### src/rtl/hazard_unit_pkg.sv
// Shared definitions for the hazard controller: forward codes, Tuse/Tnew constants,
// the in-flight writer record and the small matching helpers used by the top.
package hazard_unit_pkg;

    localparam int REG_W  = 5;
    localparam int TNEW_W = 2;

    localparam logic [1:0] FWD_RF = 2'd0;
    localparam logic [1:0] FWD_E  = 2'd1;
    localparam logic [1:0] FWD_M  = 2'd2;
    localparam logic [1:0] FWD_W  = 2'd3;

    localparam logic [1:0] TUSE_D = 2'd0;
    localparam logic [1:0] TUSE_E = 2'd1;
    localparam logic [1:0] TUSE_M = 2'd2;

    localparam logic [1:0] DEF_TNEW_CAL  = 2'd1;
    localparam logic [1:0] DEF_TNEW_LOAD = 2'd2;
    localparam logic [1:0] DEF_TNEW_LINK = 2'd0;

    typedef struct packed {
        logic [REG_W-1:0]  rs;
        logic [REG_W-1:0]  rt;
        logic [REG_W-1:0]  wa;
        logic              wr;
        logic [TNEW_W-1:0] tnew;
    } hz_rec_t;

    localparam int REC_W = $bits(hz_rec_t);

    // Writes to $0 are discarded by the register file, so they never match.
    function automatic logic rec_match(input hz_rec_t r, input logic [REG_W-1:0] a);
        return r.wr && (r.wa != '0) && (r.wa == a);
    endfunction

    function automatic logic stall_on(input hz_rec_t r, input logic [REG_W-1:0] a,
                                      input logic used, input logic [1:0] tuse);
        return used && rec_match(r, a) && (r.tnew > tuse);
    endfunction

    function automatic logic [1:0] fwd_d_code(input hz_rec_t e, input hz_rec_t m,
                                              input hz_rec_t w, input logic [REG_W-1:0] a);
        logic [1:0] code;
        code = FWD_RF;
        // A nearer writer that is not ready yet hides older ones; stall covers that case.
        if (rec_match(e, a)) begin
            if (e.tnew == '0) code = FWD_E;
        end else if (rec_match(m, a)) begin
            if (m.tnew == '0) code = FWD_M;
        end else if (rec_match(w, a)) begin
            code = FWD_W;
        end
        return code;
    endfunction

    function automatic logic [1:0] fwd_late_code(input hz_rec_t m, input hz_rec_t w,
                                                 input logic [REG_W-1:0] a);
        logic [1:0] code;
        code = FWD_RF;
        if (rec_match(m, a))      code = FWD_M;
        else if (rec_match(w, a)) code = FWD_W;
        return code;
    endfunction

endpackage

### src/rtl/hazard_stage_rec.sv
// One pipeline-stage shadow record: async clear, bubble load and saturating
// decrement of the cycles-until-ready counter.
module hazard_stage_rec
    import hazard_unit_pkg::*;
(
    input  logic             clk,
    input  logic             reset_n,
    input  logic             i_bubble,
    input  logic             i_decr,
    input  logic [REC_W-1:0] i_rec,
    output logic [REC_W-1:0] o_rec
);

    hz_rec_t          w_in;
    hz_rec_t          w_next;
    logic [REC_W-1:0] r_rec;

    assign w_in = hz_rec_t'(i_rec);

    always_comb begin
        w_next = w_in;
        if (i_decr && (w_in.tnew != '0)) w_next.tnew = w_in.tnew - 2'd1;
    end

    always_ff @(posedge clk or negedge reset_n) begin
        if (!reset_n)      r_rec <= '0;
        else if (i_bubble) r_rec <= '0;
        else               r_rec <= w_next;
    end

    assign o_rec = r_rec;

endmodule

### src/rtl/hazard_unit.sv
// Stall and forwarding controller for the 5-stage MIPS core; tracks in-flight
// writers in E/M/W shadow records and compares them against ID-stage demand.
module hazard_unit
    import hazard_unit_pkg::*;
#(
    parameter logic [1:0] TNEW_CAL  = DEF_TNEW_CAL,
    parameter logic [1:0] TNEW_LOAD = DEF_TNEW_LOAD,
    parameter logic [1:0] TNEW_LINK = DEF_TNEW_LINK
)(
    input  logic       clk,
    input  logic       reset_n,
    input  logic       d_cal_r,
    input  logic       d_cal_i,
    input  logic       d_branch,
    input  logic       d_load,
    input  logic       d_store,
    input  logic       d_jr,
    input  logic       d_link,
    input  logic       d_reg_write,
    input  logic [4:0] d_wa,
    input  logic [4:0] d_rs,
    input  logic [4:0] d_rt,
    output logic       stall,
    output logic [1:0] fwd_d_rs,
    output logic [1:0] fwd_d_rt,
    output logic [1:0] fwd_e_rs,
    output logic [1:0] fwd_e_rt,
    output logic       fwd_m_rt
);

    hz_rec_t          w_d_rec;
    hz_rec_t          w_e;
    hz_rec_t          w_m;
    hz_rec_t          w_w;
    logic [REC_W-1:0] w_e_bits;
    logic [REC_W-1:0] w_m_bits;
    logic [REC_W-1:0] w_w_bits;
    logic             w_rs_used;
    logic             w_rt_used;
    logic [1:0]       w_tuse_rs;
    logic [1:0]       w_tuse_rt;
    logic             w_unused;

    assign w_e = hz_rec_t'(w_e_bits);
    assign w_m = hz_rec_t'(w_m_bits);
    assign w_w = hz_rec_t'(w_w_bits);

    always_comb begin
        w_d_rec    = '0;
        w_d_rec.rs = d_rs;
        w_d_rec.rt = d_rt;
        w_d_rec.wa = d_wa;
        w_d_rec.wr = d_reg_write;
        if (d_load)                w_d_rec.tnew = TNEW_LOAD;
        else if (d_cal_r || d_cal_i) w_d_rec.tnew = TNEW_CAL;
        else if (d_link)           w_d_rec.tnew = TNEW_LINK;
    end

    // Operand demand: when each source is first needed, counted from D.
    always_comb begin
        w_rs_used = 1'b0;
        w_tuse_rs = TUSE_D;
        w_rt_used = 1'b0;
        w_tuse_rt = TUSE_D;
        if (d_branch || d_jr) begin
            w_rs_used = 1'b1;
        end else if (d_cal_r || d_cal_i || d_load || d_store) begin
            w_rs_used = 1'b1;
            w_tuse_rs = TUSE_E;
        end
        if (d_branch) begin
            w_rt_used = 1'b1;
        end else if (d_cal_r) begin
            w_rt_used = 1'b1;
            w_tuse_rt = TUSE_E;
        end else if (d_store) begin
            w_rt_used = 1'b1;
            w_tuse_rt = TUSE_M;
        end
    end

    assign stall = stall_on(w_e, d_rs, w_rs_used, w_tuse_rs) ||
                   stall_on(w_m, d_rs, w_rs_used, w_tuse_rs) ||
                   stall_on(w_e, d_rt, w_rt_used, w_tuse_rt) ||
                   stall_on(w_m, d_rt, w_rt_used, w_tuse_rt);

    assign fwd_d_rs = fwd_d_code(w_e, w_m, w_w, d_rs);
    assign fwd_d_rt = fwd_d_code(w_e, w_m, w_w, d_rt);
    assign fwd_e_rs = fwd_late_code(w_m, w_w, w_e.rs);
    assign fwd_e_rt = fwd_late_code(w_m, w_w, w_e.rt);
    assign fwd_m_rt = rec_match(w_w, w_m.rt);

    assign w_unused = ^{w_m.rs, w_w.rs, w_w.rt, w_w.tnew};

    hazard_stage_rec u_rec_e (
        .clk      (clk),
        .reset_n  (reset_n),
        .i_bubble (stall),
        .i_decr   (1'b0),
        .i_rec    (REC_W'(w_d_rec)),
        .o_rec    (w_e_bits)
    );

    hazard_stage_rec u_rec_m (
        .clk      (clk),
        .reset_n  (reset_n),
        .i_bubble (1'b0),
        .i_decr   (1'b1),
        .i_rec    (w_e_bits),
        .o_rec    (w_m_bits)
    );

    // Decrementing again on the way into W keeps W.tnew at zero even for loads.
    hazard_stage_rec u_rec_w (
        .clk      (clk),
        .reset_n  (reset_n),
        .i_bubble (1'b0),
        .i_decr   (1'b1),
        .i_rec    (w_m_bits),
        .o_rec    (w_w_bits)
    );

endmodule

### config.mk
export PLATFORM = sky130hd
export DESIGN_NAME = hazard_unit
export DESIGN_NICKNAME = d
export VERILOG_FILES = /design/src/rtl/hazard_unit_pkg.sv /design/src/rtl/hazard_stage_rec.sv /design/src/rtl/hazard_unit.sv
export SDC_FILE = /design/constraint.sdc
export NUM_CORES = 1
export LEC_CHECK = 0
export ABC_AREA = 1
export CAP_MARGIN = 10
export CORE_MARGIN = 3
export CORE_UTILIZATION = 38
export DETAILED_ROUTE_END_ITERATION = 16
export GPL_ROUTABILITY_DRIVEN = 0
export PLACE_DENSITY_LB_ADDON = 0.15
export SLEW_MARGIN = 5
export SYNTH_ARGS = -nofsm -noshare
export SYNTH_HDL_FRONTEND = slang
export SYNTH_SLANG_ARGS = --single-unit
### constraint.sdc
create_clock -name clk -period 4.3 [get_ports clk]
set_clock_uncertainty 0.1 [all_clocks]
set_input_delay 0.43 -clock clk [delete_from_list [all_inputs] [get_ports clk]]
set_output_delay 0.43 -clock clk [all_outputs]
set_load 0.05 [all_outputs]
==> impl_metrics.env, run 1 <==
export IMPL_status="finished, final reports clean"
export IMPL_first_pass_iters=4
export IMPL_fin_crit_ns=3.53
export IMPL_start_kind="input pin"
export IMPL_crit_type="in -> out"
export IMPL_synthMuxAreaShare=0
export IMPL_drive_above_1_share=0.0817
export IMPL_worstPathCellList="clkdlybuf4s50_1 -> inv_1 -> nor2_1 -> ha_1 -> a22oi_1 -> nand4_1 -> nand2_1 -> nand2_2 -> nand2_4 -> clkdlybuf4s50_1"
export IMPL_cp_slowest_stage_delay_ns=0.86
export IMPL_min_path_type="in -> async"
export IMPL_grt_max_degree=38
export IMPL_vias=1715
export IMPL_die_h_um=82.4
export IMPL_clock_latency_ns=0.29
export IMPL_p_leak_nw=1.27
export IMPL_rows=27
export IMPL_multi_input_area_um2=1070
export IMPL_crit_required_ns=3.77
export IMPL_power_switching_mw=0.252
export IMPL_slew_viol_final=0
export IMPL_drtIter0Drc=82
export IMPL_ff2ff_setup_slack_ns=2.55
export IMPL_synth_seq_cells=37
export IMPL_wl_mm=4.65
export IMPL_min_period_over_period=0.821
export IMPL_synth_top_family_by_area="simple AND/OR/NAND/NOR gates"
export IMPL_dieArea_um2=6780
export IMPL_reg2reg_from="u_rec_m.o_rec[4]"
export IMPL_setup_viol=0
export IMPL_p_int_mw=0.561
export IMPL_overflow=0
export IMPL_finalSetupTns_ns=0
export IMPL_grt_pass1_wl_mm=8.09
export IMPL_via_per_inst=4.54
export IMPL_cp_data_arrival_time_ns=3.00
export IMPL_slowest_stage="clkdlybuf4s50_1"
export IMPL_p_sw_frac=0.310
export IMPL_fin_nets=334
export IMPL_max_cap_violations=0
export IMPL_path_max_fanout=19
export IMPL_drc=0
export IMPL_ys_seq_area_frac=0.418
export IMPL_cts_buffer_depth=2
export IMPL_yosysUniqueCellTypes=24
export IMPL_boundaryPins=35
export IMPL_netlist_area_leader_share=0.418
export IMPL_numCtsBuffers=5
export IMPL_max_vdd_ir_drop_v=0.000149
export IMPL_start_util=0.398
export IMPL_antenna_left=0
export IMPL_antenna_found_initial=0
export IMPL_synth_cells=276
export IMPL_fin_cells=378
export IMPL_area_delta_synth_final_pct=19.5
export IMPL_synthTopCellsByArea="dfrtp_1, nand2_1, xnor2_1, xor2_1, inv_1"
export IMPL_synthXorXnorAreaFrac=0.174
export IMPL_hold_viol_final=0
export IMPL_pwr_share_clk=0.304
export IMPL_syn_area_um2=2220
export IMPL_worst_r2r_path_depth=9
export IMPL_nFillCells=575
export IMPL_root_buffer="clkbuf_8"
export IMPL_placed_cells=370
export IMPL_max_slew_margin=0.461
export IMPL_cts_setup_buffers=0
export IMPL_cts_resized=0
export IMPL_antenna_cells=0
export IMPL_fp_coreArea_um2=5570
export IMPL_io_buffer_count=33
export IMPL_fp_dieW_um=82.4
export IMPL_holdWs_ns=0.120
export IMPL_synth_compound_area_frac=0.0215
export IMPL_cts_tree="yes"
export IMPL_power_density_nw_per_um2=307
export IMPL_hpwlAfterDp_mm=3.75
export IMPL_setup_worst_path_end_class="output port"
export IMPL_htreeDepth=2
export IMPL_synth_largest_area_cell="dfrtp_1"
export IMPL_grtUsageTotal=0.161
export IMPL_rsz0062_at_grt="no"
export IMPL_avgSynthCellArea_um2=8.03
export IMPL_synth_nets=305
export IMPL_regArea_um2=926
export IMPL_max_clock_freq_ghz=0.283
export IMPL_wire_per_inst_um=12.3
export IMPL_cpMostUsedCell="clkdlybuf4s50_1"
export IMPL_seq_power_share=0.496
export IMPL_combPwrFrac=0.200
export IMPL_cts_clk_slew_worst_paths_ns=0.08
export IMPL_worst_pin_slew_ns=0.808
export IMPL_regToRegEndpoint="u_rec_e.o_rec[4]"
export IMPL_layout_setup_ws_ns=0.772
export IMPL_synth_fa_ha_area_frac=0.0226
export IMPL_place_ws_ns=0.763
export IMPL_numClockSinks=37
export IMPL_synthSimpleGateAreaFrac=0.265
export IMPL_cts_hold_fix_buffers=0
export IMPL_yosys_warnings=0
export IMPL_grt_pass1_vias=1757
==> power by group through the flow <==
stage                     Sequential (mW)  Combinational, mW  Clock (mW)
final                               0.404              0.163       0.247
after global routing                0.408              0.186       0.269
after CTS                           0.404              0.166       0.256
after detailed placement            0.411              0.165           0
after global placement              0.410              0.163           0
after floorplan                     0.392              0.123           0
==> logic make-up after synthesis <==
family	Yosys count
flops	37
buf+inv	50
compound gates	9
simple gates	132
fa+ha+maj	4
xor+xnor	44
==> worst max path at each step <==
| stage | from | end | slack [ns] | depth (start not counted) |
|---|---|---|---|---|
| global placement | d_cal_r | stall | 0.81 | 10 |
| global route | d_cal_r | stall | 0.59 | 10 |
| detailed placement | d_cal_r | stall | 0.76 | 10 |
| floorplan | u_rec_w.o_rec[5] | fwd_m_rt | 1.48 | 5 |
| CTS | d_cal_r | stall | 0.76 | 10 |
| finish | d_cal_r | stall | 0.77 | 10 |
==> state kept, by name, summed over array words and instances (netlist names) <==
| register | count |
|---|---|
| u_rec_e.o_rec | 18 |
| u_rec_m.o_rec | 13 |
| u_rec_w.o_rec | 6 |
==> cell usage in the layout, fill, tap and decap left out <==
master | synthesis | layout
nor2_2 | 9 | 9
xor2_1 | 22 | 22
nand4_1 | 10 | 10
buf_2 | 2 | 1
nand2_2 | 3 | 3
nand2_1 | 56 | 56
clkinvlp_4 | 0 | 1
a22oi_1 | 1 | 1
nor2_1 | 31 | 31
nand3_1 | 15 | 15
a21oi_1 | 7 | 7
dfrtp_1 | 37 | 37
clkinv_2 | 0 | 1
nor3_1 | 5 | 5
xnor2_1 | 22 | 22
nor4_1 | 2 | 2
clkdlybuf4s50_1 | 0 | 32
inv_1 | 36 | 36
inv_6 | 0 | 1
ha_1 | 4 | 4
o21ai_0 | 1 | 1
clkbuf_8 | 0 | 5
inv_2 | 3 | 3
nand2_4 | 1 | 1
==> critical path, delay by kind of cell <==
family | cells | cell delay (ns)
AO/OA/AOI/OAI | 1 | 0.18
adder cells (fa/ha/maj) | 1 | 0.27
buffers and inverters | 3 | 1.42
AND/OR/NAND/NOR | 5 | 0.68
==> per-layer routing <==
layer | global-route usage | wire length (um)
met5 | 0 | 0
met4 | 0.0465 | 69
met3 | 0.0401 | 247
met2 | 0.271 | 2340
met1 | 0.204 | 1990
==> metrics by stage <==
stage          total power, mW   util  area, um^2
2_1_floorplan            0.516      -        2220
3_3_place_gp             0.573  0.459        2560
3_5_place_dp             0.576  0.459        2560
4_1_cts                  0.825  0.475        2650
5_1_grt                  0.863  0.475        2650
6_report                 0.813  0.475        2650
==> synth_stat cells <==
| master | number |
|---|---|
| a21oi_1 | 7 |
| a22oi_1 | 1 |
| buf_12 | 1 |
| buf_2 | 2 |
| buf_4 | 1 |
| buf_6 | 1 |
| clkbuf_1 | 5 |
| clkbuf_2 | 1 |
| dfrtp_1 | 37 |
| ha_1 | 4 |
| inv_1 | 36 |
| inv_2 | 3 |
| nand2_1 | 56 |
| nand2_2 | 3 |
| nand2_4 | 1 |
| nand3_1 | 15 |
| nand4_1 | 10 |
| nor2_1 | 31 |
| nor2_2 | 9 |
| nor3_1 | 5 |
| nor4_1 | 2 |
| o21ai_0 | 1 |
| xnor2_1 | 22 |
| xor2_1 | 22 |
==> layout make-up <==
cell class / count / area share
inverters: 39 / 0.0553
multi-input cells: 189 / 0.404
clock inverters: 3 / 0.00803
repair buffers: 33 / 0.123
clock buffers: 5 / 0.0260
well taps: 72 / 0.0340
flip-flops and latches: 37 / 0.350
Note: power is estimated with default switching activity, not from simulation.
==> run 2, diff against run 1 <==
==> constraint.sdc (replaced) <==
create_clock -name clk -period 3.5 [get_ports clk]
set_clock_uncertainty 0.1 [all_clocks]
set_input_delay 0.35 -clock clk [delete_from_list [all_inputs] [get_ports clk]]
set_output_delay 0.35 -clock clk [all_outputs]
set_load 0.05 [all_outputs]
==> run 2 against run 1 <==
Compared with the run above: highest routed layer unchanged; first-iteration DRC count fell by 3.7%; worst hold slack got worse by 0.070 ns; setup slack got worse by 0.19 ns; routed wire length rose by 1.5%; global-route usage fell by 0.34 points; count of clock-buffer cells in the layout did not move; clock power rose by 19%; non-clock buffer count rose by 1.
==> impl_metrics.env, run 2 (synthesis results as in run 1) <==
export IMPL_status="finished, final reports clean"
export IMPL_slowest_stage="clkdlybuf4s50_1"
export IMPL_path_max_fanout=4
export IMPL_drive_above_1_share=0.0879
export IMPL_grt_max_degree=38
export IMPL_max_cap_violations=0
export IMPL_setup_viol=0
export IMPL_nFillCells=557
export IMPL_largest_reg_flops=18
export IMPL_fp_dieW_um=82.4
export IMPL_hpwlAfterDp_mm=3.75
export IMPL_cts_hold_fix_buffers=0
export IMPL_die_h_um=82.4
export IMPL_start_util=0.398
export IMPL_htreeDepth=2
export IMPL_crit_family="buffers and inverters"
export IMPL_boundaryPins=35
export IMPL_overflow=0
export IMPL_finalSetupTns_ns=0
export IMPL_holdWs_ns=0.0497
export IMPL_hold_viol_final=0
export IMPL_layout_setup_ws_ns=0.582
export IMPL_cts_tree="yes"
export IMPL_cp_data_arrival_time_ns=2.47
export IMPL_cp_startpoint="d_rt[2]"
export IMPL_mostFrequentLayoutCell="nand2_1"
export IMPL_power_density_nw_per_um2=373
export IMPL_crit_required_ns=3.05
export IMPL_dieArea_um2=6780
export IMPL_cts_clk_slew_worst_paths_ns=0.07
export IMPL_fin_nets=335
export IMPL_drtIter0Drc=79
export IMPL_setup_worst_path_end_class="output port"
export IMPL_min_path_type="in -> async"
export IMPL_p_leak_nw=1.28
export IMPL_vias=1715
export IMPL_worstPathCellList="clkdlybuf4s50_1 -> xor2_1 -> nor3_1 -> nand4_1 -> nor2_1 -> nand2_1 -> nand2_1 -> clkdlybuf4s50_1"
export IMPL_regArea_um2=926
export IMPL_fin_cells=379
export IMPL_grt_pass1_wl_mm=7.93
export IMPL_min_period_over_period=0.834
export IMPL_place_ws_ns=0.605
export IMPL_io_buffer_count=33
export IMPL_slew_viol_final=0
export IMPL_placed_cells=371
export IMPL_via_per_inst=4.53
export IMPL_fin_crit_ns=2.92
export IMPL_drc=0
export IMPL_max_vdd_ir_drop_v=0.000212
export IMPL_final_cell_mix="nand2_1, dfrtp_1, inv_1"
export IMPL_rows=27
export IMPL_antenna_found_initial=0
export IMPL_antenna_left=0
export IMPL_multi_input_area_um2=1070
export IMPL_numCtsBuffers=5
export IMPL_numClockSinks=37
export IMPL_fp_coreArea_um2=5570
export IMPL_max_clock_freq_ghz=0.343
export IMPL_cts_setup_buffers=0
export IMPL_wl_mm=4.72
export IMPL_cp_num_buf_inv=2
export IMPL_worst_pin_slew_ns=0.827
export IMPL_clock_latency_ns=0.29
export IMPL_area_delta_synth_final_pct=19.6
export IMPL_root_buffer="clkbuf_8"
export IMPL_first_pass_iters=4
export IMPL_antenna_cells=0
export IMPL_max_slew_margin=0.449
export IMPL_grtUsageTotal=0.158
export IMPL_crit_type="in -> out"
export IMPL_start_kind="input pin"
export IMPL_rsz0062_at_grt="no"
export IMPL_reg2reg_from="u_rec_m.o_rec[3]"
export IMPL_grt_pass1_vias=1720
export IMPL_cts_buffer_depth=2
export IMPL_cp_slowest_stage_delay_ns=0.81
export IMPL_wire_per_inst_um=12.5
export IMPL_utilization=0.475
export IMPL_cts_resized=0
[run 2: per-layer routing]
metal,track usage,routed length [um],vias to the layer above
met4,0.0598,55,0
met5,0,0,-
li1,-,-,903
met1,0.198,2090,774
met3,0.0347,213,5
met2,0.263,2370,33
[run 2: final cells by class]
type | instances | area share
clock inverters | 3 | 0.00661
inverters | 39 | 0.0552
multi-input cells | 189 | 0.404
flip-flops and latches | 37 | 0.349
repair buffers | 34 | 0.125
well taps | 72 | 0.0340
clock buffers | 5 | 0.0260
[run 2: through the flow]
| step | power (mW) | cell area, um^2 |
|---|---|---|
| floorplan | 0.634 | 2220 |
| global route | 1.05 | 2650 |
| detailed placement | 0.708 | 2560 |
| CTS | 1.00 | 2650 |
| global placement | 0.705 | 2560 |
| finish | 0.990 | 2650 |
[run 2: where the power goes]
group	internal (mW)	switching [mW]
registers	0.456	0.0397
logic	0.0917	0.109
clock network	0.137	0.156
[run 2: path summary, 6_finish.rpt]
check                      cells after the start  slack [ns]           endpoint
max                                            8        0.58        fwd_d_rt[1]
max in group asynchronous                      1        2.72  u_rec_e.o_rec[17]
min reg2reg                                    0        0.28   u_rec_m.o_rec[2]
min                                            1        0.05   u_rec_m.o_rec[9]
min in group clk                               0        0.28   u_rec_m.o_rec[2]
max reg2reg                                   12        1.64   u_rec_e.o_rec[1]
